### src/rtl/cpu_pkg.sv
// Shared CPU/interrupt definitions: sequencer state encoding and the per-port
// interrupt vector addresses used by the interrupt manager.
package cpu_pkg;

  typedef enum logic [1:0] {
    IDLE  = 2'd0,
    ISR   = 2'd1,
    GUARD = 2'd2
  } irq_state_e;

  localparam logic [9:0] VEC_P0 = 10'd984;
  localparam logic [9:0] VEC_P1 = 10'd994;
  localparam logic [9:0] VEC_P2 = 10'd1004;
  localparam logic [9:0] VEC_P3 = 10'd1014;

endpackage

### src/rtl/irq_sequencer.sv
// CPU-side interrupt sequencer: redirects the PC to the vector, saves and
// restores the return address, and hands the fin pulse back to the manager.
module irq_sequencer
  import cpu_pkg::*;
#(
  parameter int unsigned PC_W      = 10,
  parameter int unsigned GUARD_CYC = 1,
  parameter int unsigned CNT_W     = 8
) (
  input  logic             clk,
  input  logic             reset,
  input  logic             s_interrup,
  input  logic [PC_W-1:0]  dir,
  input  logic             ie,
  input  logic [PC_W-1:0]  pc_next,
  input  logic             reti,
  output logic [PC_W-1:0]  pc_load,
  output logic             fin,
  output logic             in_isr,
  output logic [CNT_W-1:0] irq_count,
  output logic             err_spurious
);

  localparam logic [3:0] GUARD_INIT = 4'(GUARD_CYC);

  irq_state_e       state_q;
  logic [PC_W-1:0]  ret_pc_q;
  logic [3:0]       guard_cnt_q;
  logic [CNT_W-1:0] irq_count_q;
  logic             err_q;
  logic             take;

  // Redirect and fin are combinational so the vector/return address lands in
  // the PC register at the same edge; reset masks them so no fin escapes.
  always_comb begin
    take    = (state_q == IDLE) && s_interrup && ie && !reset;
    fin     = (state_q == ISR) && reti && !reset;
    in_isr  = (state_q == ISR) && !reset;
    pc_load = pc_next;
    if (take) begin
      pc_load = dir;
    end else if (fin) begin
      pc_load = ret_pc_q;
    end
  end

  always_ff @(posedge clk) begin
    if (reset) begin
      state_q     <= IDLE;
      ret_pc_q    <= '0;
      guard_cnt_q <= '0;
      irq_count_q <= '0;
      err_q       <= 1'b0;
    end else begin
      if (reti && state_q != ISR) begin
        err_q <= 1'b1;
      end
      case (state_q)
        IDLE: begin
          if (take) begin
            ret_pc_q <= pc_next;
            state_q  <= ISR;
            if (irq_count_q != '1) begin
              irq_count_q <= irq_count_q + CNT_W'(1);
            end
          end
        end
        ISR: begin
          if (reti) begin
            state_q     <= GUARD;
            guard_cnt_q <= GUARD_INIT;
          end
        end
        GUARD: begin
          if (guard_cnt_q == 4'd1) begin
            state_q <= IDLE;
          end
          guard_cnt_q <= guard_cnt_q - 4'd1;
        end
        default: state_q <= IDLE;
      endcase
    end
  end

  assign irq_count    = irq_count_q;
  assign err_spurious = err_q;

endmodule

### config.mk
export PLATFORM = sky130hd
export DESIGN_NAME = irq_sequencer
export DESIGN_NICKNAME = d
export VERILOG_FILES = /design/src/rtl/cpu_pkg.sv /design/src/rtl/irq_sequencer.sv
export SDC_FILE = /design/constraint.sdc
export NUM_CORES = 1
export LEC_CHECK = 0
export ABC_CLOCK_PERIOD_IN_PS = 1300
export CELL_PAD_IN_SITES_DETAIL_PLACEMENT = 0
export CELL_PAD_IN_SITES_GLOBAL_PLACEMENT = 2
export CORE_MARGIN = 1.5
export CORE_UTILIZATION = 23
export CTS_CLUSTER_DIAMETER = 40
export DETAILED_ROUTE_END_ITERATION = 12
export PLACE_DENSITY = 0.79
export SETUP_SLACK_MARGIN = 0.4
export SYNTH_ARGS = -nofsm -noshare
export SYNTH_HDL_FRONTEND = slang
export SYNTH_SLANG_ARGS = --single-unit
### constraint.sdc
create_clock -name clk -period 1.3 [get_ports clk]
set_input_delay 0.195 -clock clk [delete_from_list [all_inputs] [get_ports clk]]
set_output_delay 0.195 -clock clk [all_outputs]
set_load 0.03 [all_outputs]
**After elaboration in Yosys (flattened, before gate mapping)**

Index checks and enable logic that the tools add are counted.

- Bits in registers: 25
- Bits of input ports: 25
- Logic and storage cells: 37

- $add $sub $neg: 2
- Equality and inequality tests: 8
- Multiplexer cells: 8
- Reduce and logical (&&, ||, !) cells: 14

Operator list:

| operator | count |
|---|---|
| $mux 10 | 2 |
| $add 8x1->8 const B | 1 |
| $ne 8x8->1 const B | 1 |
| $pmux 4 s2 | 1 |
| $logic_and 1x1->1 | 7 |
| $mux 2 | 3 |
| $ne 2x2->1 const B | 3 |
| $pmux 2 s3 | 1 |
| $reduce_and 3->1 | 2 |
| $eq 4x1->1 const B | 1 |
| $mux 4 | 1 |
| $reduce_and 2->1 | 2 |
| $sub 4x1->4 const B | 1 |
| $eq 2x1->1 const B | 1 |
| $eq 2x2->1 const B | 1 |
| $logic_not 2->1 | 1 |
| $ne 2x1->1 const B | 1 |
| $reduce_bool 2->1 | 1 |
| $logic_not 1->1 | 1 |

**Longest topological paths before layout**

- Word-level depth: 6
- Gate-level depth with buffers: 6
- Gate-level depth less buffers: 5

**Worst setup path before layout**

Ideal clock, no wire load.

- Path kind: reg2out
- Start point: register state_q[0]
- End point: output pc_load[9]
- Arrival: 1.585 ns
- Path slack: -0.480 ns
- Stages on the path, launching flop included: 5
- Buffers on the path: 1
- Cells stage by stage: dfxtp_1 nand3b_1 nor2_2 buf_4 o21ai_0

- Cells in the longest elaborated chain, start to end: 5

RTL lines:

| item | RTL line | source |
|---|---|---|
| start, declared | irq_sequencer.sv:26 | `irq_state_e state_q;` |
| start signal, assigned | irq_sequencer.sv:49 | `state_q <= IDLE;` |
| start signal, assigned | irq_sequencer.sv:62 | `state_q <= ISR;` |
| start signal, assigned | irq_sequencer.sv:70 | `state_q <= GUARD;` |
| $eq 2x1->1 or $logic_not 2->1 (tied branches) | irq_sequencer.sv:37, irq_sequencer.sv:36 |  |
| $logic_and 1x1->1, on equally long branches (2 in a row) | irq_sequencer.sv:37, irq_sequencer.sv:36 |  |
| $mux 10 or $logic_and 1x1->1 (tied branches) | irq_sequencer.sv:42, irq_sequencer.sv:36 |  |
| $mux 10 * | irq_sequencer.sv:40 | `if (take) begin` |
| end, declared | irq_sequencer.sv:17 | `output logic [PC_W-1:0] pc_load,` |

Mark *: on every way between the ends. The rest lies on a longest branch, timed or not.

**Worst setup path in the final report**

- Start point: register state_q[1]
- End point: output pc_load[9]

The elaborated chain is that of the path after synthesis.

==> metrics.txt <==
IO Port Bufs=45; fin crit share=140%; number of synthesized flops with an enable pin=0; Placed Cells=between 300 and 400; synthesized area per cell=8.44 um2; Yosys cell types=44; Hold Crit Endpoint=err_spurious; Antenna Nets Post-Route=0; FILL cells=606; clock power share=roughly a quarter; CP cell instances=nand2b_4, nor3b_4, buf_12, mux2i_1, o21ai_1, buf_4; cell area after synthesis=around 0.0014 mm2; Residual DRC=0; Sequential Power Share=45.5%; Vias=roughly 1400; Hold Path Cell Cnt=4; max-slew violations=0; Worst-Skew Late Latency=about 0.27 ns; final core utilization=a little over two fifths; antenna cells=0; status=complete, but fails checks; r2r setup slk=-0.17 ns; # nets final=272; Power Internal=approximately 1.3 mW; clk slew on worst S/H paths=0.09 ns; TritonCTS clock tree=built; R2R Path Start=state_q[1]; dominant cell type by area after synthesis=dfxtp_1; final number of hold-violating endpoints=0; total I/O pin count=46; vias per std cell=about 4.5; Initial DRT Pass Iterations=4; crit start category=flop; Max Freq=approximately 0.55 GHz; die height=around 82 um; Cells after Synth=approximately 170; hold_buf cts=0; crit path time final=roughly 1.8 ns; Critical Path End Type=output port; antenna violations before repair=0; worst hold path type=input pin to flop; Root Driver=clkbuf_8; Worst Tran Pin Value=a little over 0.3 ns; Num CTS Buffers=3; largest net degree at the start of global routing=27; Final Power=1.78 mW; yosys warns=0; max incr delay on CP=0.33 ns; Leak=slightly below 1 nW; crit path DAT=~1.6 ns; most common cell in the netlist=nand2_1; Place WS=-0.521 ns; vias in the first global route=approximately 1300; setup TNS=-5.94 ns; R2R Path End=irq_count[2]; Worst R2R Path Depth=7; max_slew headroom=79.4%; worst ir drop on vdd=a little over 0.4 mV; mean routed wirelength per cell=around 12 um; drt total wl=approximately 3900 um; GPL Wtd Cong=about 0.75; Worst path slowest cell=dfxtp_2; Main synth FF type=dfxtp_1; total gr overflow=0; MaxCap Viol Count=0; CTS Sinks=25; asr flop ratio synth=0%; crit path max fanout=11; violated checks=negative setup slack; Layout area overhead=75.6%; Die W=81.5 um; sequential element share of the synthesized area=a little over a third; final setup margin=-0.514 ns; top area cells in the synthesized netlist=dfxtp_1 (35%), nand2_1 (9.3%), mux2i_1 (7.8%); CP Class=flop to output port; Core Area=around 0.006 mm2; count of final setup violators=22; Finished Layout Cells=between 300 and 400; Sw Ratio=about 29%; DR iter-0 viols=44; top cells by count, synth=nand2_1 (35), dfxtp_1 (25), mux2i_1 (11), nand3_1 (11), nor2_1 (10); Comb pwr share=between 20 and 30%; Yosys reg bits=25; top-area cell type share of the netlist area=between 30% and 40%; post-synth net total=slightly below 200; skew final=0.00237 ns; Clock Tree Buf Depth=2; Initial Utilization=a little under a quarter; # rows=28; unrepaired setup endpoints after global routing=true; net switching power=511 uW; hold path start=reti; critical path required time=approximately 1.1 ns; DIE AREA=between 0.006 and 0.007 mm2; HPWL Detailed=2700 um; Pwr Density=between 700 and 800 mW/mm2; H-tree Lvls=1; first-pass GRT wire length=between 6000 and 7000 um; proportion of layout cells with a drive suffix above 1=between 40% and 50%; Global Route Usage Sum=between 10% and 20%
[cells in the final DEF (no fill, tap or decap), drive strengths merged, types with 2 or more instances in the layout]
cell type,count
o2111a,2
and3,2
clkbuf,4
dlygate4sd2,2
nand4,2
nand2b,2
a211oi,3
dfxtp,25
nor3,4
buf,55
clkdlybuf4s50,22
xor2,2
inv,7
ha,3
nand2,35
and4b,2
mux2i,11
o21ai,13
nand3,11
a21oi,6
nor2,11
nand3b,2
[worst max path at each step]
stage,start,end,cells after the start
global route,state_q[1],pc_load[9],6
global placement,reset,irq_count[5],6
CTS,state_q[1],pc_load[9],6
finish,state_q[1],pc_load[9],6
floorplan,state_q[1],pc_load[0],6
detailed placement,reset,irq_count[5],6
[critical path, delay by kind of cell, from the launching register on]
| kind | cells | cell delay, ns |
|---|---|---|
| DFF | 1 | 0.33 |
| buffers and inverters | 2 | 0.35 |
| and+or+nand+nor | 2 | 0.37 |
| AOI/OAI and AO/OA | 1 | 0.08 |
| muxes | 1 | 0.22 |
[area by class of cell]
class                      count  area [um2]  area share (%)
timing repair buffer          79         785            31.5
clock buffer                   4        45.0            1.81
tap                           75        93.8            3.77
inverter                       7        28.8            1.16
sequential                    25         544            21.9
multi-input combinational    128         992            39.9
[layer usage]
metal,vias up,track usage (%),wire [um]
met3,4,1.78,251
li1,748,-,-
met1,647,15.8,1930
met2,39,19.8,1650
met5,-,0,0
met4,0,5.17,55
[state kept, by name, indices dropped and copies added, names as in the netlist]
register / flops
err_spurious: 1
irq_count: 8
state_q: 2
guard_cnt_q: 4
ret_pc_q: 10
[what timing repair did]
item	CTS	global route
gates resized for setup	100	13
cloned	1	0
buffers inserted	8	3
pin swaps	12	2
setup endpoints to repair	45	46
[power by group through the flow]
stage	registers, mW	clock network (mW)	logic [mW]
finish	0.812	0.463	0.509
global route	0.816	0.520	0.549
CTS	0.813	0.496	0.496
detailed placement	0.831	0	0.433
global placement	0.831	0	0.430
floorplan	0.835	0	0.223
[per-stage QoR]
stage	hold slack [ns]	cell area [um2]
2_1_floorplan	0.264	1520
3_3_place_gp	0.442	2170
3_5_place_dp	0.447	2170
4_1_cts	0.414	2420
5_1_grt	0.439	2490
6_report	0.424	2490
[cells by family (layout without fill, tap and decap cells)]
logic type | count (synthesis) | in the layout | synth area share (%)
and+or+nand+nor | 80 | 80 | 30.5
xor gates and xnor gates | 3 | 3 | 1.85
AOI/OAI and AO/OA | 31 | 31 | 16.4
muxes | 11 | 11 | 7.77
buffers and inverters | 15 | 90 | 5.47
adders and majority gates | 3 | 3 | 2.65
DFF | 25 | 25 | 35.3
Note: power is estimated with default switching activity, not from simulation.
